**src/rtl/ring_buffer_burst_ctrl.sv**
```systemverilog
// ============================================================================
// ring_buffer_burst_ctrl
// ----------------------------------------------------------------------------
// Purpose:
//   Sequences DMA bursts into the first-stage lane ring buffer. A burst is
//   requested only when the ring has room for a whole burst
//   (NUM_LANE*BURST_LENGTH words). Beats are counted up to BURST_LENGTH.
//   Word occupancy is tracked from lane writes and single-word reads. A
//   one-cycle done pulse is issued once every burst has been written and the
//   ring has drained.
//
// Optional feature macro:
//   RING_CTRL_PERF_EN : when defined, perf_stall_cyc counts the cycles spent
//                       waiting for ring space. The count saturates, and it
//                       is cleared on rst and on an accepted start. When the
//                       macro is undefined, the output is tied to 0.
//
// Ports:
//   clk             in   clock
//   rst             in   asynchronous reset, active-high
//   start           in   begin-job pulse, honoured only in IDLE
//   total_bursts    in   bursts in the job, latched on an accepted start
//   busy            out  registered, high whenever the FSM is not in IDLE
//   done            out  registered single-cycle job-completion pulse
//   dma_req         out  burst request, held until dma_ack
//   dma_ack         in   DMA accepted the request
//   dma_beat_valid  in   one NUM_LANE-word beat from the DMA this cycle
//   buf_wen         out  ring write enable (combinational, zero latency)
//   buf_consume     in   one word read from the ring this cycle
//   occupancy       out  words currently held in the ring
//   err_overflow    out  sticky, a beat arrived with no room and was dropped
//   perf_stall_cyc  out  stall-cycle counter (see macro above)
// ============================================================================
module ring_buffer_burst_ctrl #(
    parameter int NUM_LANE     = 4,
    parameter int BURST_LENGTH = 128,
    parameter int CAPACITY     = 512,
    parameter int CNT_W        = 16,
    localparam int OCC_W       = $clog2(CAPACITY) + 1
) (
    input  logic             clk,
    input  logic             rst,
    input  logic             start,
    input  logic [CNT_W-1:0] total_bursts,
    output logic             busy,
    output logic             done,
    output logic             dma_req,
    input  logic             dma_ack,
    input  logic             dma_beat_valid,
    output logic             buf_wen,
    input  logic             buf_consume,
    output logic [OCC_W-1:0] occupancy,
    output logic             err_overflow,
    output logic [31:0]      perf_stall_cyc
);

    localparam int BW     = NUM_LANE * BURST_LENGTH;
    localparam int BEAT_W = (BURST_LENGTH > 1) ? $clog2(BURST_LENGTH) : 1;

    // The capacity arithmetic uses one extra bit, so "occupancy + lane" can
    // never wrap before it is compared against the capacity.
    localparam logic [OCC_W:0]    CAP_X  = (OCC_W+1)'(CAPACITY);
    localparam logic [OCC_W:0]    BW_X   = (OCC_W+1)'(BW);
    localparam logic [OCC_W:0]    LANE_X = (OCC_W+1)'(NUM_LANE);
    localparam logic [OCC_W-1:0]  LANE_O = OCC_W'(NUM_LANE);
    localparam logic [BEAT_W-1:0] LAST_BEAT = BEAT_W'(BURST_LENGTH - 1);

    typedef enum logic [2:0] {
        S_IDLE,
        S_SPACE,
        S_REQ,
        S_XFER,
        S_DRAIN,
        S_DONE
    } state_t;

    state_t            r_state;
    state_t            w_state_next;
    logic              r_busy;
    logic              r_done;
    logic              r_err;
    logic [OCC_W-1:0]  r_occ;
    logic [CNT_W-1:0]  r_bursts_left;
    logic [BEAT_W-1:0] r_beat_cnt;

    logic              w_start_acc;
    logic              w_consume;
    logic [OCC_W-1:0]  w_occ_dec;
    logic              w_ovf;
    logic              w_wen;
    logic              w_space_ok;
    logic              w_dma_req;

    assign w_start_acc = start && (r_state == S_IDLE);

    // A read from an empty ring is ignored, so occupancy never wraps below 0.
    assign w_consume = buf_consume && (r_occ != '0);
    assign w_occ_dec = r_occ - OCC_W'(w_consume);

    // The overflow test uses the occupancy after this cycle's read. A beat
    // that lands in the same cycle as a read can therefore use the freed word.
    assign w_ovf      = ({1'b0, w_occ_dec} + LANE_X) > CAP_X;
    assign w_wen      = dma_beat_valid && (r_state == S_XFER) && !w_ovf;
    assign w_space_ok = (CAP_X - {1'b0, r_occ}) >= BW_X;

    always_comb begin
        w_state_next = r_state;
        w_dma_req    = 1'b0;
        case (r_state)
            S_IDLE: begin
                if (start) begin
                    w_state_next = (total_bursts == '0) ? S_DONE : S_SPACE;
                end
            end
            S_SPACE: begin
                if (w_space_ok) begin
                    w_state_next = S_REQ;
                end
            end
            S_REQ: begin
                w_dma_req = 1'b1;
                if (dma_ack) begin
                    w_state_next = S_XFER;
                end
            end
            S_XFER: begin
                // bursts_left was already decremented when the request was
                // acknowledged. A value of 0 here means this is the last burst.
                if (dma_beat_valid && (r_beat_cnt == LAST_BEAT)) begin
                    w_state_next = (r_bursts_left != '0) ? S_SPACE : S_DRAIN;
                end
            end
            S_DRAIN: begin
                if (r_occ == '0) begin
                    w_state_next = S_DONE;
                end
            end
            S_DONE: begin
                w_state_next = S_IDLE;
            end
            default: begin
                w_state_next = S_IDLE;
            end
        endcase
    end

    always_ff @(posedge clk or posedge rst) begin
        if (rst) begin
            r_state       <= S_IDLE;
            r_busy        <= 1'b0;
            r_done        <= 1'b0;
            r_err         <= 1'b0;
            r_occ         <= '0;
            r_bursts_left <= '0;
            r_beat_cnt    <= '0;
        end else begin
            r_state <= w_state_next;
            // busy is registered from the next state, so it tracks the state
            // register exactly. done is registered from the DONE state, so it
            // appears on the cycle after DONE, as the FSM returns to IDLE.
            r_busy  <= (w_state_next != S_IDLE);
            r_done  <= (r_state == S_DONE);
            r_occ   <= w_occ_dec + (w_wen ? LANE_O : '0);

            if (w_start_acc) begin
                r_bursts_left <= total_bursts;
            end else if ((r_state == S_REQ) && dma_ack) begin
                r_bursts_left <= r_bursts_left - CNT_W'(1);
            end

            // A dropped beat still advances the count, so the burst framing
            // stays aligned with the DMA.
            if ((r_state == S_REQ) && dma_ack) begin
                r_beat_cnt <= '0;
            end else if ((r_state == S_XFER) && dma_beat_valid) begin
                r_beat_cnt <= r_beat_cnt + BEAT_W'(1);
            end

            if ((r_state == S_XFER) && dma_beat_valid && w_ovf) begin
                r_err <= 1'b1;
            end
        end
    end

`ifdef RING_CTRL_PERF_EN
    logic [31:0] r_perf;

    always_ff @(posedge clk or posedge rst) begin
        if (rst) begin
            r_perf <= '0;
        end else if (w_start_acc) begin
            r_perf <= '0;
        end else if ((r_state == S_SPACE) && (r_perf != 32'hFFFF_FFFF)) begin
            r_perf <= r_perf + 32'd1;
        end
    end

    assign perf_stall_cyc = r_perf;
`else
    assign perf_stall_cyc = 32'd0;
`endif

    assign busy         = r_busy;
    assign done         = r_done;
    assign dma_req      = w_dma_req;
    assign buf_wen      = w_wen;
    assign occupancy    = r_occ;
    assign err_overflow = r_err;

endmodule
```
**config.mk**
```make
export PLATFORM = sky130hd
export DESIGN_NAME = ring_buffer_burst_ctrl
export DESIGN_NICKNAME = d
export VERILOG_FILES = /design/src/rtl/ring_buffer_burst_ctrl.sv
export SDC_FILE = /design/constraint.sdc
export NUM_CORES = 1
export LEC_CHECK = 0
export CORE_MARGIN = 3
export CORE_UTILIZATION = 50
export CTS_CLUSTER_DIAMETER = 40
export DETAILED_ROUTE_END_ITERATION = 8
export GPL_TIMING_DRIVEN = 1
export PLACE_DENSITY = 0.82
export SLEW_MARGIN = 25
export SYNTH_ARGS = -nofsm -noshare
export SYNTH_HDL_FRONTEND = slang
export SYNTH_SLANG_ARGS = --single-unit
```
**constraint.sdc**
```tcl
create_clock -name clk -period 7.6 [get_ports clk]
set_input_delay 0.76 -clock clk [delete_from_list [all_inputs] [get_ports clk]]
set_output_delay 0.76 -clock clk [all_outputs]
set_load 0.005 [all_outputs]
```
==> results of run 1 <==
==> metal layers <==
layer | vias to the layer above | global-route usage [%] | share of wire, %
li1 | 1054 | - | -
met1 | 1052 | 24.44 | 41
met2 | 85 | 32.32 | 51
met3 | 10 | 4.762 | 6.3
met4 | 0 | 7.560 | 1.7
met5 | - | 0 | 0
==> state kept, by name (all words and copies together) (netlist names) <==
name,cells
r_beat_cnt,7
occupancy,10
err_overflow,1
busy,1
r_state,3
done,1
r_bursts_left,16
==> worst min-delay path by stage <==
stage          slack [ps]    startpoint           end
2_1_floorplan         450  err_overflow  err_overflow
5_1_grt               500  err_overflow  err_overflow
3_5_place_dp          470  err_overflow  err_overflow
3_3_place_gp          460  err_overflow  err_overflow
4_1_cts               480  err_overflow  err_overflow
6_report              480  err_overflow  err_overflow
==> through the flow <==
step                      worst slack, ps  cells  hold slack [ps]  instance area [um2]
final                                2653    396            479.4                 3040
after global routing                 2189    396            503.5                 3040
after CTS                            2629    396            484.4                 3040
after detailed placement             2977    388            467.7                 2923
after global placement               3019    388            457.1                 2923
after floorplan                      3563    328            451.0                 2786
==> power by group through the flow <==
stage	registers, uW	clock network [uW]	logic (uW)
4_1_cts	406	183	428
5_1_grt	427	195	480
3_5_place_dp	409	0	426
2_1_floorplan	361	0	347
3_3_place_gp	405	0	415
6_report	408	181	427
==> cells by family (layout without fill, tap and decap cells) <==
family                   Yosys count  count (layout)  share of synthesized area (%)
AO/OA/AOI/OAI                     55              55                          14.62
XOR/XNOR                          22              22                          7.217
adder cells (fa/ha/maj)            6               6                          2.812
buffers and inverters             59              60                          14.43
flip-flops                        39              39                          36.55
multiplexers                       1               1                         0.3749
other                              1              32                         0.1404
AND/OR/NAND/NOR                  114             114                          23.85
==> cell usage after synthesis (all sizes together), types with 3 or more instances <==
library cell | number | area, um2
a21oi | 10 | 50.05
a221o | 5 | 51.30
a32oi | 3 | 26.28
buf | 37 | 279.0
clkbuf | 9 | 57.56
dfrtp | 39 | 975.9
ha | 6 | 75.07
inv | 13 | 48.80
nand2 | 26 | 97.59
nand3 | 8 | 40.04
nor2 | 26 | 97.59
nor3 | 11 | 55.05
nor3b | 6 | 45.04
nor4 | 9 | 56.30
o21ai | 14 | 70.07
o311ai | 3 | 26.28
or3 | 6 | 40.03
or4 | 3 | 31.28
xnor2 | 13 | 113.9
xor2 | 9 | 78.83
==> worst reg2reg max path, cell delays in order (launching register included) <==
cell      delay (ps)
dfrtp_1          480
nor4_1           680
nand3_1          290
o21a_1           250
ha_1             220
ha_1             320
nor3b_1          210
a21boi_0         250
o22ai_1          140
o41ai_1          450
nor2_1           120
ha_1             230
ha_1             250
nand2_1           70
o21ai_0           70
a32oi_1          230
xnor2_1          140
==> final cells by class <==
type / count / area, um2 / area share, %
Multi-Input combinational cell: 230 / 1431 / 47.08
Clock inverter: 2 / 35.03 / 1.152
Timing Repair Buffer: 39 / 382.9 / 12.59
Sequential cell: 39 / 975.9 / 32.10
Clock buffer: 6 / 82.58 / 2.716
Tap cell: 67 / 83.83 / 2.757
Inverter: 13 / 48.80 / 1.605
==> impl_metrics.json, run 1 <==
{
  "end_kind": "output pin",
  "fillers": 449,
  "ff2ff_setup_slack_ps": 3110,
  "vdd_drop_max_v": 0.0001373,
  "fin_total_pwr_uw": 1017,
  "hold_class": "flop to flop",
  "hold_viol": 0,
  "maxSlewViolCount": 0,
  "die-area_um2": 6253,
  "drive_gt1_share_pct": 8.511,
  "fin_crit_sh_pct": 65.10,
  "min_path_cells": 1,
  "die_h_um": 79.08,
  "worst-path-stages": 11,
  "start_util_pct": 54.03,
  "maxCapViolations": 0,
  "nets": 356,
  "synth_enable_flop_cells": 0,
  "fp.dieW_um": 79.08,
  "area_delta_synth_final_pct": 13.87,
  "relSlewSlack_pct": 52.01,
  "rows": 25,
  "dp_hpwl_mm": 4.276,
  "crit_start": "occupancy[4]",
  "io_pins": 69,
  "worst_pin_slew_ps": 713.3,
  "synth-async-reset-ratio_pct": 100.0,
  "cts.sink_count": 39,
  "crit_required_ps": 6840,
  "cts-root-buf": "clkbuf_8",
  "finalClockSkew_ps": 8.043,
  "drc_errors": 0,
  "period_minus_slack_ps": 4947,
  "synth_cell_types": 59,
  "cp_max_fo": 9,
  "path_class": "flop to output pin",
  "h-tree-depth": 2,
  "reg2reg_to": "occupancy[6]",
  "antenna_found_initial": 0,
  "netlist_area_um2": 2670,
  "critPathBufInv": 1,
  "grt_pass1_vias": 2124,
  "grt_max_degree": 40,
  "status": "finished, final reports clean",
  "start_kind": "flop",
  "intPower_uw": 616.2,
  "core_area_um2": 4942,
  "post_cts_buffers": 0,
  "postRouteAntennaNets": 0,
  "via_per_inst": 5.558,
  "cts_tree": "built",
  "crit_arrival_ps": 4190,
  "clockBufferDepth": 2,
  "path_clk_slew_ps": 80,
  "r2r_cells": 16,
  "ys_ff_latch": 39,
  "critical_path.top_delay_family": "simple AND/OR/NAND/NOR gates",
  "p_seq_share_pct": 40.2,
  "yosysWarnings": 0,
  "layout_commonest_cell": "dfrtp_1",
  "p_clk_share_pct": 17.8,
  "grt_pass1_wl_mm": 9.742,
  "place.gp.congestion": 0.9831,
  "crit_path_end": "buf_wen",
  "power.leakage_uw": 0.001293,
  "routed_wl_mm": 5.749,
  "p_sw_share_pct": 39.39,
  "vias": 2201,
  "fmax_ghz": 0.2021,
  "portBuffers": 36,
  "setup_viol": 0,
  "power_switching_uw": 400.5,
  "final_cell_mix": "dfrtp_1 (39), clkdlybuf4s50_1 (36), conb_1 (32)",
  "ys_seq_area_share_pct": 36.55,
  "num_antenna_cells": 0,
  "drt_pass1_iterations": 4,
  "first_iter_violations": 131,
  "overflow": 0,
  "numCtsBuffers": 5,
  "crit_top_cell": "ha_1",
  "drt-wirelength-per-cell_um": 14.52,
  "timing.rr.start": "occupancy[4]",
  "synth_top_flop_cell": "dfrtp_1",
  "syn_area_per_cell_um2": 8.990,
  "ctsResizeCount": 0,
  "power.density_nw_per_um2": 334.4,
  "cts_hold_buffers": 0,
  "setup_tns_ps": 0,
  "crit_path_top_delay_cell": "nor4_1",
  "p_comb_share_pct": 42.0,
  "fin_util_pct": 61.52,
  "rsz0062_at_grt": "false",
  "syn-instance-count": 297,
  "cpPeakStageDelay_ps": 680,
  "crit_chain": "nor4_1 > nand3_1 > o21a_1 > ha_1 > ha_1 > nor3b_1 > a21boi_0 > o22ai_1 > o41ai_1 > nor2_1 > clkdlybuf4s50_1",
  "gr-usage-all-layers_pct": 19.49,
  "clk_latency_ps": 300
}
Note: power is estimated with default switching activity, not from simulation.
==> run 2: changes to the inputs <==
--- a/config.mk
+++ b/config.mk
@@ -6,11 +6,11 @@
 export NUM_CORES = 1
 export LEC_CHECK = 0
 export CORE_MARGIN = 3
-export CORE_UTILIZATION = 50
+export CORE_UTILIZATION = 45
 export CTS_CLUSTER_DIAMETER = 40
 export DETAILED_ROUTE_END_ITERATION = 8
 export GPL_TIMING_DRIVEN = 1
-export PLACE_DENSITY = 0.82
+export PLACE_DENSITY = 0.78
 export SLEW_MARGIN = 25
 export SYNTH_ARGS = -nofsm -noshare
 export SYNTH_HDL_FRONTEND = slang
==> constraint.sdc (replaced) <==
create_clock -name clk -period 4.2 [get_ports clk]
set_input_delay 0.42 -clock clk [delete_from_list [all_inputs] [get_ports clk]]
set_output_delay 0.42 -clock clk [all_outputs]
set_load 0.005 [all_outputs]
==> run 2 against run 1 <==
  * Register-to-register slack got worse by 2700 ps
  * Combinational power increased by 110%
  * Sequential power up 72%
  * First-iteration DRC count grew 18%
  * Wire length grew 2.9%
  * Utilization decreased by 5.8 points
  * Power rose by 92%
  * Sequential share of layout area down 0.87 points
  * Final cell count grew 3.0%
  * Worst setup slack got worse by 2400 ps
  * Global-route usage decreased by 2.5 points
  * Largest cell class unchanged
  * Highest routed layer unchanged
==> impl_metrics.json, run 2 (synthesis results as in run 1) <==
{
  "status": "finished, final reports clean",
  "area_delta_synth_final_pct": 17.06,
  "end_kind": "output pin",
  "fp.dieW_um": 83.03,
  "hold_class": "flop to flop",
  "hold_viol": 0,
  "fin_ws_ps": 253.4,
  "drt-wirelength-per-cell_um": 14.50,
  "cpPeakStageDelay_ps": 490,
  "maxCapViolations": 0,
  "num_antenna_cells": 0,
  "whs_ps": 494.2,
  "die_h_um": 83.03,
  "holdCritStartpoint": "err_overflow",
  "die-area_um2": 6894,
  "cts_hold_buffers": 0,
  "via_per_inst": 5.480,
  "critical_path.top_delay_family": "compound AO/OA/AOI/OAI gates",
  "dp_slack_ps": 288.5,
  "setup_viol": 0,
  "path_class": "flop to output pin",
  "ff2ff_setup_slack_ps": 370,
  "cts.sink_count": 39,
  "fin_total_pwr_uw": 1951,
  "vdd_drop_max_v": 0.0002982,
  "cp_max_fo": 5,
  "timing.rr.start": "occupancy[4]",
  "ctsResizeCount": 0,
  "rows": 27,
  "postRouteAntennaNets": 0,
  "power.density_nw_per_um2": 624.3,
  "gr-usage-all-layers_pct": 16.95,
  "antenna_found_initial": 0,
  "r2r_cells": 16,
  "fin_crit_sh_pct": 93.97,
  "power.leakage_uw": 0.001334,
  "min_path_cells": 1,
  "overflow": 0,
  "drive_gt1_share_pct": 10.71,
  "fin_util_pct": 55.73,
  "largest-register": "r_bursts_left",
  "drt_pass1_iterations": 4,
  "grt_pass1_vias": 2080,
  "portBuffers": 36,
  "cts_tree": "built",
  "routed_wl_mm": 5.917,
  "fillers": 539,
  "numCtsBuffers": 5,
  "critPathBufInv": 1,
  "cts-root-buf": "clkbuf_8",
  "worst_pin_slew_ps": 756.8,
  "relSlewSlack_pct": 49.08,
  "reg2reg_to": "occupancy[6]",
  "layout_commonest_cell": "dfrtp_1",
  "grt_max_degree": 23,
  "fin_cells": 408,
  "h-tree-depth": 2,
  "drc_errors": 0,
  "place.gp.congestion": 0.8961,
  "vias": 2236,
  "maxSlewViolCount": 0,
  "crit_chain": "nor4_2 > nand3_1 > o21a_1 > ha_1 > ha_1 > nor3b_1 > a21boi_0 > o22ai_1 > o41ai_1 > nor2_1 > clkdlybuf4s50_1",
  "finalClockSkew_ps": 6.545,
  "multi_input_area_um2": 1443,
  "start_util_pct": 47.61,
  "dp_hpwl_mm": 4.455,
  "core_area_um2": 5608,
  "first_iter_violations": 155,
  "clockBufferDepth": 2,
  "final_cell_mix": "dfrtp_1 (39), clkdlybuf4s50_1 (36), conb_1 (32)",
  "crit_top_cell": "ha_1",
  "crit_arrival_ps": 3530,
  "start_kind": "flop",
  "fmax_ghz": 0.2534,
  "whs_endpoint": "err_overflow",
  "crit_path_top_delay_cell": "clkdlybuf4s50_1",
  "layout.area.seq_um2": 975.9,
  "clk_latency_ps": 290,
  "grt_pass1_wl_mm": 9.666,
  "post_cts_buffers": 0,
  "io_pins": 69,
  "numPlacedInstances": 400,
  "largest_reg_flops": 16,
  "crit_required_ps": 3780,
  "path_clk_slew_ps": 80,
  "period_minus_slack_ps": 3947,
  "nets": 363
}
run 2: worst max-delay path by stage:
stage,startpoint,to,slack [ps],cells past startpoint
final,occupancy[4],buf_wen,250,11
after global routing,occupancy[4],buf_wen,-30,11
after CTS,occupancy[5],buf_wen,130,11
after detailed placement,occupancy[5],occupancy[6],290,16
after global placement,occupancy[5],occupancy[6],400,16
after floorplan,occupancy[4],occupancy[6],160,18
run 2: final cells by class:
type	instances	area share, %
multi-input cells	230	46.16
well taps	72	2.882
flip-flops and latches	39	31.22
repair buffers	46	13.93
inverters	13	1.561
clock inverters	2	1.922
clock buffers	6	2.322
run 2: through the flow:
stage	instance area [um2]	TNS (ps)
global placement	2982	0
CTS	3114	0
global route	3126	-33.84
floorplan	2786	0
detailed placement	2982	0
finish	3126	0
run 2: layer usage:
metal  routed length, um  part of all wire, %  vias to the layer above  GRT usage, %
li1                    -                    -                     1067             -
met4                  99                  1.7                        0         6.092
met5                   0                    0                        -             0
met3                 379                  6.4                       12         2.976
met2                2891                   49                       97         28.35
met1                2546                   43                     1060         21.94
run 2: report_power, final:
part	internal, uW	leakage, uW	total [uW]	switching [uW]
registers	527	0.000490	701	174
logic	439	0.000778	877	438
clock network	238	0.0000654	373	136
total	1200	0.00133	1950	748
run 2: worst register-to-register path, delay by kind of cell, from the launching register on:
family,cells,cell delay (ps)
flip-flops,1,390
adder cells (fa/ha/maj),4,920
XOR/XNOR,1,150
AO/OA/AOI/OAI,6,1360
AND/OR/NAND/NOR,5,930
